--- src/rtl/prime_candidate_gen.sv ---
// Upstream candidate source for the 32-bit primality tester.
// Draws odd full-width LFSR candidates and keeps the first two distinct primes.
module prime_candidate_gen #(
   parameter logic [31:0] SEED      = 32'h0000_0001,
   parameter int          MAX_TRIES = 64
) (
   input  logic        clock,
   input  logic        reset,
   input  logic        start,
   output logic [31:0] number,
   output logic        start_pt,
   input  logic [31:0] prime_out,
   input  logic        done,
   output logic [31:0] p_out,
   output logic [31:0] q_out,
   output logic        pair_valid,
   output logic        busy,
   output logic        fail,
   output logic [7:0]  tries
);

   localparam logic [2:0] S_IDLE  = 3'd0;
   localparam logic [2:0] S_GEN   = 3'd1;
   localparam logic [2:0] S_ISSUE = 3'd2;
   localparam logic [2:0] S_WAIT  = 3'd3;
   localparam logic [2:0] S_CHECK = 3'd4;
   localparam logic [2:0] S_DRAIN = 3'd5;
   localparam logic [2:0] S_DWAIT = 3'd6;
   localparam logic [2:0] S_FAIL  = 3'd7;

   localparam logic [31:0] MASK      = 32'h8020_0003;
   localparam logic [31:0] FORCE     = 32'h8000_0001;
   localparam logic [7:0]  TRY_LIMIT = 8'(MAX_TRIES);

   logic [2:0]  state;
   logic [31:0] lfsr;
   logic [31:0] lfsr_next;
   logic [31:0] result;
   logic        have_p;
   logic        accepted;

   // Galois right-shift step of the candidate LFSR
   always_comb begin
      lfsr_next = (lfsr >> 1) ^ (lfsr[0] ? MASK : 32'h0);
   end

   // Tester result matches the issued candidate
   always_comb begin
      accepted = (result == number) && (result != 32'h0);
   end

   assign start_pt = (state == S_ISSUE);
   assign busy     = (state != S_IDLE);

   // Candidate sequencing and prime capture
   always_ff @(posedge clock or negedge reset) begin
      if (!reset) begin
         state      <= S_IDLE;
         lfsr       <= SEED;
         number     <= 32'h0;
         result     <= 32'h0;
         have_p     <= 1'b0;
         p_out      <= 32'h0;
         q_out      <= 32'h0;
         pair_valid <= 1'b0;
         fail       <= 1'b0;
         tries      <= 8'h0;
      end else begin
         unique case (state)
            S_IDLE: begin
               if (start) begin
                  state      <= S_GEN;
                  pair_valid <= 1'b0;
                  fail       <= 1'b0;
                  tries      <= 8'h0;
                  have_p     <= 1'b0;
                  p_out      <= 32'h0;
                  q_out      <= 32'h0;
               end
            end
            S_GEN: begin
               if (tries == TRY_LIMIT) begin
                  state <= S_FAIL;
               end else begin
                  lfsr   <= lfsr_next;
                  number <= lfsr_next | FORCE;
                  tries  <= tries + 8'd1;
                  state  <= S_ISSUE;
               end
            end
            S_ISSUE: begin
               state <= S_WAIT;
            end
            S_WAIT: begin
               if (done) begin
                  result <= prime_out;
                  state  <= S_CHECK;
               end
            end
            S_CHECK: begin
               if (!accepted) begin
                  state <= S_DRAIN;
               end else if (!have_p) begin
                  p_out  <= number;
                  have_p <= 1'b1;
                  tries  <= 8'h0;
                  state  <= S_DRAIN;
               end else if (number == p_out) begin
                  state <= S_DRAIN;
               end else begin
                  q_out      <= number;
                  pair_valid <= 1'b1;
                  state      <= S_DWAIT;
               end
            end
            S_DRAIN: begin
               if (!done) begin
                  state <= S_GEN;
               end
            end
            S_DWAIT: begin
               if (!done) begin
                  state <= S_IDLE;
               end
            end
            S_FAIL: begin
               fail  <= 1'b1;
               state <= S_IDLE;
            end
            default: begin
               state <= S_IDLE;
            end
         endcase
      end
   end

endmodule

--- config.mk ---
export PLATFORM = sky130hd
export DESIGN_NAME = prime_candidate_gen
export DESIGN_NICKNAME = d
export VERILOG_FILES = /design/src/rtl/prime_candidate_gen.sv
export SDC_FILE = /design/constraint.sdc
export NUM_CORES = 1
export LEC_CHECK = 0
export CAP_MARGIN = 20
export CORE_UTILIZATION = 56
export DETAILED_ROUTE_END_ITERATION = 6
export PLACE_DENSITY = 0.9
export SYNTH_ARGS = -nofsm -noshare
export SYNTH_HDL_FRONTEND = slang
export SYNTH_SLANG_ARGS = --single-unit
--- constraint.sdc ---
create_clock -name clock -period 4.8 [get_ports clock]
set_input_delay 0.96 -clock clock [delete_from_list [all_inputs] [get_ports clock]]
set_output_delay 0.96 -clock clock [all_outputs]
set_load 0.01 [all_outputs]
After elaboration in Yosys (flattened, before gate mapping)
Index checks and enable logic that the tools add are counted.

cells by class
  add/sub/neg operators = 1
  equality and inequality tests = 19
  muxes and demuxes = 31
  bitwise gates (word level) = 2
  reductions and logical operators = 15

operators by type and width
  operator                                                         count
  32-bit two-way mux                                               7
  32-bit one-hot mux with 2 select lines                           2
  32-bit == test                                                   2
  8-bit two-way mux                                                4
  32-bit nonzero test                                              1
  31-bit by 32-bit bitwise XOR with 32-bit output                  1
  3-bit one-hot mux with 8 select lines                            1
  8-bit one-hot mux with 3 select lines                            1
  2-bit inequality test, second input constant                     9
  3-bit two-way mux                                                5
  3-bit == test, second input constant                             4
  5-bit AND reduction                                              2
  8-bit by 1-bit adder with 8-bit output, second input constant    1
  8-bit by 7-bit == test with 1-bit output, second input constant  1
  4-bit AND reduction                                              2
  3-bit by 2-bit == test with 1-bit output, second input constant  2
  2-bit two-way mux                                                3
  1-bit one-hot mux with 2 select lines                            3
  2-bit AND reduction                                              3
  3-bit nonzero test                                               2
  1-bit two-way mux                                                5
  2-bit nonzero test                                               2
  3-bit by 1-bit == test with 1-bit output, second input constant  1
  3-bit logical NOT                                                1
  3 further kinds                                                  3

word-level totals
  flip-flop bits (word level) = 174
  logic and storage cells = 78

Longest topological paths before layout
Gate-level depths: netlist of run 1.

  depth in word-level cells = 5
  mapped depth = 9
  mapped depth without buffers = 7

Worst setup path before layout of run 1
Ideal clock, no wire load.

  path kind = reg2reg
  start point = register number[0]
  end point = register p_out[24]
  library setup time = 0.127 ns
  arrival = 2.126 ns
  required time = 4.673 ns
  setup slack = 2.547 ns
  cell stages (with the launch flop) = 10
  path buffers = 3
  cells stage by stage = dfrtp_1 clkbuf_1 xor2_1 nor4_1 nand4_1 or3_1 buf_2 nor3_4 buf_2 o21ai_0

between the ends
  word-level cells in the longest chain between the ends = 4

RTL lines
  item                             line  text
  start: declaration               10    output logic [31:0] number,
  start signal: assignment         86    number <= lfsr_next | FORCE;
  32-bit == test                   49    accepted = (result == number) && (result != 32'h0);
  1-bit logical AND                49
  2-bit inequality test (no line)  --
  4-bit AND reduction (no line)    --
  end signal: assignment           104   p_out <= number;
  end: declaration                 14    output logic [31:0] p_out,

Every way passes these cells.
A chain may end at the register's enable or synchronous reset.

Final worst setup path of run 1
  start point = register state[2]
  end point = output port busy

between the ends
  word-level cells in the longest chain between the ends = 1

RTL lines
  item                      line  text
  start: declaration        35    logic [2:0] state;
  start signal: assignment  58    state <= S_IDLE;
  start signal: assignment  72    state <= S_GEN;
  start signal: assignment  83    state <= S_FAIL;
  3-bit nonzero test        53    assign busy = (state != S_IDLE);
  end: declaration          17    output logic busy,

Every way passes these cells.

==> results of run 1 <==
==> area by class of cell <==
class | instances | area, sq um | share of cell area, %
flip-flops and latches | 141 | 3530 | 38.4
multi-input cells | 458 | 3270 | 35.5
repair buffers | 158 | 1570 | 17.0
clock buffers | 27 | 523 | 5.68
well taps | 172 | 215 | 2.34
clock inverters | 5 | 77.6 | 0.843
inverters | 6 | 22.5 | 0.245
==> sequential cells by signal (all words and copies together) (netlist names) <==
| signal | count |
|---|---|
| fail | 1 |
| have_p | 1 |
| lfsr | 2 |
| number | 31 |
| p_out | 31 |
| pair_valid | 1 |
| q_out | 31 |
| result | 32 |
| state | 3 |
| tries | 8 |
==> per-stage QoR <==
| step | cell area [sq um] | worst slack [ns] |
|---|---|---|
| after global routing | 9200 | 1.10 |
| after global placement | 8560 | 1.83 |
| after CTS | 9160 | 1.24 |
| final | 9200 | 1.13 |
| after floorplan | 7260 | 2.55 |
| after detailed placement | 8560 | 1.73 |
==> power by group through the flow <==
stage	combinational, uW	clock (uW)	sequential, uW
detailed placement	2340	0	2350
global placement	2250	0	2310
CTS	2370	1340	2340
floorplan	1490	0	2170
global route	2570	1390	2420
finish	2380	1330	2370
==> critical path: stages (launching register included) <==
cell             delay (ns)
dfrtp_1                0.99
clkinv_1               0.54
nand2_1                0.20
clkdlybuf4s50_1        0.56
==> per-layer routing <==
layer	GRT usage, %	vias to the layer above	part of all wire, %
met1	41.7	3027	40
met5	0	-	0
met2	50.4	381	48
met4	15.9	0	3.5
met3	7.11	70	8.3
li1	-	2681	-
==> cells by family after synthesis <==
kind of cell             share of synthesized area [%]
AND/OR/NAND/NOR                                   15.0
multiplexers                                      9.75
XOR/XNOR                                          8.08
buffers and inverters                             6.68
flip-flops                                        48.6
adder cells (fa/ha/maj)                          0.345
AO/OA/AOI/OAI                                     11.5
==> worst max path at each step <==
| stage | startpoint | endpoint | slack (ns) | cells past startpoint |
|---|---|---|---|---|
| finish | state[2] | busy | 1.13 | 3 |
| floorplan | number[0] | p_out[24] | 2.55 | 9 |
| CTS | state[2] | busy | 1.24 | 3 |
| detailed placement | state[2] | busy | 1.73 | 3 |
| global route | state[2] | busy | 1.10 | 3 |
| global placement | state[2] | busy | 1.83 | 3 |
==> cell usage after synthesis <==
cell | n | area (sq um)
xor2_1 | 63 | 552
nand2_1 | 73 | 274
nor4_1 | 24 | 150
clkbuf_1 | 43 | 161
a211oi_1 | 1 | 7.51
a32o_1 | 1 | 10.0
buf_4 | 33 | 248
inv_1 | 5 | 18.8
a22o_1 | 1 | 8.76
xnor2_1 | 4 | 35.0
a31oi_1 | 2 | 12.5
ha_1 | 2 | 25.0
o21ai_1 | 2 | 10.0
buf_2 | 7 | 35.0
and3_1 | 13 | 81.3
nor3_4 | 1 | 16.3
clkinv_1 | 1 | 3.75
nand4bb_1 | 1 | 11.3
or3_1 | 1 | 6.26
o311ai_0 | 1 | 8.76
nor2_1 | 11 | 41.3
and4_1 | 22 | 193
dfstp_2 | 1 | 26.3
nor4_2 | 1 | 12.5
buf_1 | 5 | 18.8
mux2_2 | 62 | 698
dfrtp_1 | 140 | 3500
a21o_1 | 1 | 7.51
or2_2 | 3 | 18.8
o211ai_1 | 33 | 248
o31ai_1 | 1 | 7.51
nand4_1 | 7 | 43.8
a32oi_1 | 31 | 272
mux2i_1 | 1 | 10.0
a211o_1 | 3 | 26.3
a21oi_1 | 7 | 35.0
nor3_1 | 9 | 45.0
nand3_1 | 39 | 195
o21ai_0 | 37 | 185
==> flow_summary.ini, run 1 <==
[yosys]
ys_ff_latch = 141
synth.cell_area_sq_um = 7260
syn_nets = 731
ys_seq_area_share_pct = 48.6
syn_area_per_cell_sq_um = 10.5
yosysWarnings = 0
synth.distinct_cells = 39
netlist_instances = 693

[cts]
numCtsBuffers = 17
cts_hold_buf = 0
clk_latency_ns = 0.43
h-tree-depth = 4
clockBufferDepth = 2
cts-root-buf = clkbuf_16
post_cts_buffers = 0
cts_tree = built
cts-resized-gates = 0
path_clk_slew_ns = 0.06
clkSinkCount = 141

[grt]
grt_pass1_wl_mm = 32.2
grt_max_degree = 112
grt_pass1_vias = 6092
antenna_found_initial = 0
grtUsageTotal_pct = 31.9
overflow = 0

[place]
io_buffers = 143
gp_congestion = 0.866
dp_hpwl_mm = 13.6
place_inst = 933

[worst_setup_path]
required_ns = 3.84
path_class = flop to primary output
rrSetupSlack_ns = 1.62
worst_setup_path_start_kind = flop
critPathCaptureType = primary output
rr_worst_depth = 6
crit_fanout = 34
r2r-start = state[2]
arrival_ns = 2.71
timing.rr.end = q_out[19]

[timing]
tightestPinTransition_ns = 0.985
fmax_mhz = 272
hold_slack_ns = 0.340
grt_setup_unrepaired = no
finalClockSkew_ns = 0.00503
fin_tns_setup_ns = 0
min_period_over_period_pct = 76.5
setup_viol = 0
drv_slew = 0
hold_viol = 0
maxSlewHeadroom_pct = 34.3
finalCriticalPeriod_ns = 3.67

[final_layout]
nets = 820
final_cell_mix = clkdlybuf4s50_1 (142), dfrtp_1 (140), nand2_1 (73), xor2_1 (63), mux2_2 (62)
final_common_cell = clkdlybuf4s50_1
num_antenna_cells = 0
final_cells = 967
area_delta_synth_final_pct = 26.7
drive_gt1_share_pct = 14.5
fill_cells = 898
utilization_pct = 72.9

[detailed_routing]
ant_nets = 0
dr.pass1.iters = 7
drtIter0Drc = 827
drc = 0
wire_per_inst_um = 21.2
routed_wl_mm = 20.5
num_vias = 6159
viasPerCell = 6.37

[power]
p_sw_uw = 2320
ir_worst_vdd_uv = 317
switching_share_pct = 38.1
power_uw = 6080
p_per_area_nw_per_um2 = 660
combPwrFrac_pct = 39.1
clockPowerShare_pct = 21.9
leakage_uw = 0.00386
seq_power_share_pct = 39.0
intPower_uw = 3760

[floorplan]
design.die.area_sq_um = 13400
start_util_pct = 57.5
rows = 41
core_sq_um = 12600
io-pin-count = 144
dieHeight_um = 116
die_w_um = 116

[job]
maxCapViolations = 0

[outcome]
status = finished, final reports clean

[hold_path]
worstHoldPathType = input port to async pin
No activity file was read; power rests on OpenSTA's default activity.
==> inputs of run 2 (changes only) <==
--- a/config.mk
+++ b/config.mk
@@ -6,9 +6,9 @@
 export NUM_CORES = 1
 export LEC_CHECK = 0
 export CAP_MARGIN = 20
-export CORE_UTILIZATION = 56
+export CORE_UTILIZATION = 52
 export DETAILED_ROUTE_END_ITERATION = 6
-export PLACE_DENSITY = 0.9
+export PLACE_DENSITY = 0.84
 export SYNTH_ARGS = -nofsm -noshare
 export SYNTH_HDL_FRONTEND = slang
 export SYNTH_SLANG_ARGS = --single-unit
==> constraint.sdc (replaced) <==
create_clock -name clock -period 3.8 [get_ports clock]
set_input_delay 0.76 -clock clock [delete_from_list [all_inputs] [get_ports clock]]
set_output_delay 0.76 -clock clock [all_outputs]
set_load 0.01 [all_outputs]
==> run 2 against run 1 <==
  * Clock-buffer cell count fell by 5
  * Combinational power increased by 30%
  * First-iteration DRC count up 9.3%
  * Cell count increased by 0.72%
  * Clock power is 50% higher
  * Critical endpoint is now p_out[24]
  * Largest cell class unchanged
  * Largest power group unchanged
==> flow_summary.ini, run 2 (synthesis results as in run 1) <==
[worst_setup_path]
worst_setup_path_start_kind = flop
required_ns = 4.08
critPathBufInv = 1
crit_fanout = 33
slowest_delay_ns = 0.70
path_cells = xor2_1 -> nor4_1 -> nand4_1 -> or3_1 -> nor3_4 -> buf_4 -> o21ai_0
cp_slowest_cell = or3_1
arrival_ns = 3.36
critPathCaptureType = flop
cp_top_family = simple AND/OR/NAND/NOR gates
path_class = flop to flop

[grt]
grt_pass1_wl_mm = 33.3
grt_pass1_vias = 6115
grt_max_degree = 82
antenna_found_initial = 0
grtUsageTotal_pct = 30.3
overflow = 0

[timing]
drv_slew = 0
hold_viol = 0
finalCriticalPeriod_ns = 3.08
setup_viol = 0
tightestPinTransition_ns = 0.917
finalClockSkew_ns = 0.00696
fin_tns_setup_ns = 0
fmax_mhz = 325
grt_setup_unrepaired = no
min_period_over_period_pct = 81.0
maxSlewHeadroom_pct = 38.6

[power]
leakage_uw = 0.00392
intPower_uw = 5070
p_per_area_nw_per_um2 = 859
combPwrFrac_pct = 38.6
seq_power_share_pct = 36.5
switching_share_pct = 36.7
p_sw_uw = 2940
clockPowerShare_pct = 24.9
ir_worst_vdd_uv = 451

[cts]
clockBufferDepth = 2
clkSinkCount = 141
cts_hold_buf = 0
post_cts_buffers = 0
clk_latency_ns = 0.42
h-tree-depth = 4
path_clk_slew_ns = 0.06
numCtsBuffers = 17
cts_tree = built
cts-resized-gates = 0
cts-root-buf = clkbuf_16

[detailed_routing]
wire_per_inst_um = 21.6
routed_wl_mm = 21.0
drtIter0Drc = 904
num_vias = 6179
drc = 0
viasPerCell = 6.34
ant_nets = 0
dr.pass1.iters = 6

[hold_path]
worstHoldPathType = input port to async pin

[floorplan]
design.die.area_sq_um = 14400
start_util_pct = 54.0
io-pin-count = 144
die_w_um = 120
core_sq_um = 13500
rows = 42
dieHeight_um = 120

[place]
gp_congestion = 0.875
dp_hpwl_mm = 14.2
io_buffers = 143

[final_layout]
drive_gt1_share_pct = 15.2
fill_cells = 987
final_common_cell = clkdlybuf4s50_1
regArea_sq_um = 3530
multi_input_area_sq_um = 3270
area_delta_synth_final_pct = 28.4
nets = 823
num_antenna_cells = 0
utilization_pct = 69.3
largest_reg_flops = 32
top_register = result
final_cell_mix = clkdlybuf4s50_1 (142), dfrtp_1 (140), nand2_1 (73), xor2_1 (63), mux2_2 (62)

[outcome]
status = finished, final reports clean

[job]
maxCapViolations = 0
## run 2: power groups by stage
stage               Sequential, uW  Clock, uW  Combinational, uW
floorplan                     2740          0               1880
global placement              2860          0               2970
detailed placement            2910          0               3060
CTS                           2890       2010               3080
global route                  2990       2090               3310
finish                        2920       2000               3090
## run 2: cell type report
type	count	area share, %
clock inverter	10	2.48
multi-input combinational	458	35.0
inverter	6	0.242
timing repair buffer	161	16.8
clock buffer	22	5.19
tap	176	2.36
sequential	141	37.9
## run 2: worst paths after layout
check	startpoint	end	slack, ns	depth (start not counted)
setup / recovery	number[2]	p_out[24]	0.72	7
min in group clock	q_out[21]	q_out[21]	0.53	2
hold reg to reg	q_out[21]	q_out[21]	0.53	2
max in group asynchronous	reset	lfsr[0]	2.46	2
hold / removal	reset	result[10]	0.36	1
setup reg to reg	number[2]	p_out[24]	0.72	7
## run 2: layer usage
layer	routed length (um)	part of all wire, %	GRT usage (%)
met1	8490	40	40.8
met2	9960	47	46.9
met3	1900	9.1	6.46
met4	637	3.0	14.0
met5	0	0	0
## run 2: worst register-to-register path: stages, from the launching register on
cell and delay, ns:
dfrtp_1 0.53, xor2_1 0.23, nor4_1 0.39, nand4_1 0.30, or3_1 0.70, nor3_4 0.26, buf_4 0.34, o21ai_0 0.19
## run 2: stage by stage
step                power (uW)  area (sq um)  setup WS (ns)  hold WS [ns]  std cells
finish                    8010          9320          0.722         0.365        974
detailed placement        5970          8610          0.795         0.500        942
global placement          5830          8610          0.853         0.490        942
floorplan                 4620          7260           1.55         0.464        693
CTS                       7990          9320          0.756         0.404        974
global route              8390          9320          0.522         0.434        974
==> inputs of run 3 (changes only) <==
==> constraint.sdc (replaced) <==
create_clock -name clock -period 3 [get_ports clock]
set_input_delay 0.6 -clock clock [delete_from_list [all_inputs] [get_ports clock]]
set_output_delay 0.6 -clock clock [all_outputs]
set_load 0.01 [all_outputs]
==> run 3 against run 2 <==
  * The flow now finishes with violations (DRC)
  * Core utilization is 0.61 points higher
  * Fmax is 13% higher
  * Global-route usage is 0.079 points lower
  * Clock power is 14% higher
  * Combinational power is 37% higher
  * Largest power group unchanged
==> flow_summary.ini, run 3 (synthesis results as in run 1) <==
[cts]
clkSinkCount = 141
numCtsBuffers = 17
h-tree-depth = 4
clk_latency_ns = 0.42
clockBufferDepth = 2
path_clk_slew_ns = 0.06
cts_hold_buf = 0
cts_tree = built
cts-root-buf = clkbuf_16

[outcome]
status = finished with violations
violations = DRC

[worst_setup_path]
path_class = flop to flop
cp_slowest_cell = or2_2
slowest_delay_ns = 0.62
arrival_ns = 3.01
critPathCaptureType = flop
required_ns = 3.29
critPathLaunch = number[21]
r2r-start = number[21]
worst_setup_path_start_kind = flop
path_cells = buf_4 -> xor2_1 -> nor4_1 -> nand4_1 -> or2_2 -> a32oi_1 -> nand2_1
crit_fanout = 33

[final_layout]
nets = 840
area_delta_synth_final_pct = 29.5
utilization_pct = 69.9
design_area_sq_um = 9400
top_register = result
num_antenna_cells = 0
final_common_cell = clkdlybuf4s50_1
final_cell_mix = clkdlybuf4s50_1 (142), dfrtp_1 (140), nand2_1 (73), xor2_1 (63), mux2_2 (62)
largest_reg_flops = 32
drive_gt1_share_pct = 17.2

[power]
ir_worst_vdd_uv = 571
leakage_uw = 0.00398
power_uw = 10100
p_per_area_nw_per_um2 = 1070

[floorplan]
core_sq_um = 13500
die_w_um = 120
design.die.area_sq_um = 14400
rows = 42
start_util_pct = 54.0
io-pin-count = 144
dieHeight_um = 120

[detailed_routing]
viasPerCell = 6.48
drc = 1
routed_wl_mm = 21.3
dr.pass1.iters = 7
wire_per_inst_um = 21.5
ant_nets = 0
drtIter0Drc = 940
num_vias = 6425

[timing]
grt_setup_unrepaired = no
drv_slew = 0
maxSlewHeadroom_pct = 49.0
min_period_over_period_pct = 90.5
fin_tns_setup_ns = 0
finalClockSkew_ns = 0.00730
hold_viol = 0
finalCriticalPeriod_ns = 2.71
setup_viol = 0
tightestPinTransition_ns = 0.758
fmax_mhz = 368
hold_slack_ns = 0.169

[place]
dp_hpwl_mm = 14.5
place_area_sq_um = 8750
gp_congestion = 1.02
io_buffers = 143

[grt]
grtUsageTotal_pct = 30.2
grt_pass1_wl_mm = 33.5
grt_pass1_vias = 6244
overflow = 0
grt_max_degree = 67
antenna_found_initial = 0

[job]
maxCapViolations = 0

[hold_path]
worstHoldPathType = input port to async pin
## run 3: changes by cell type in the layout (fill, tap and decap cells not counted), sizes merged
| cell | change |
|---|---|
| clkinvlp | +1 |
| bufinv | -3 |
| clkinv | +2 |
| buf | +17 |
## run 3: repair_timing
action / 4_1_cts / 5_1_grt
resized for setup: 0 / 1
setup endpoints to repair: 0 / 11
buffers inserted: 0 / 0
## run 3: area by class of cell
class	count	area, sq um
clock buffer	22	494
clock inverter	10	159
fill	956	4050
inverter	6	22.5
multi-input combinational	458	3270
sequential	141	3530
tap	176	220
timing repair buffer	178	1710
## run 3: final timing paths
kind                               to  slack, ns  cells after the start
max                         q_out[28]       0.29                      7
min                        result[11]       0.17                      1
max reg2reg                 q_out[28]       0.29                      7
min reg2reg                   lfsr[0]       0.52                      1
max in group asynchronous   number[0]       2.06                      2
min in group clock            lfsr[0]       0.52                      1
## run 3: metrics by stage
step | setup slack [ns] | cells
2_1_floorplan | 0.747 | 693
3_3_place_gp | 0.211 | 959
3_5_place_dp | 0.256 | 959
4_1_cts | 0.202 | 991
5_1_grt | 0.166 | 991
6_report | 0.285 | 991
## run 3: worst max-delay path: cells and delay by family (launching register included)
kind	cells	cell delay, ns
and+or+nand+nor	4	1.44
AOI/OAI and AO/OA	1	0.36
DFF	1	0.43
xor gates and xnor gates	1	0.16
buffers and inverters	1	0.20
## run 3: routing by layer
| layer | global-route usage (%) | vias up | share of wire (%) |
|---|---|---|---|
| li1 | - | 2717 | - |
| met1 | 41.1 | 3158 | 39 |
| met2 | 46.8 | 463 | 46 |
| met3 | 5.85 | 87 | 10 |
| met4 | 13.9 | 0 | 4.3 |
| met5 | 0 | - | 0 |
## run 3: report_power, final
part,switching (uW),internal [uW]
clock network,788,1500
logic,2090,2140
registers,918,2640
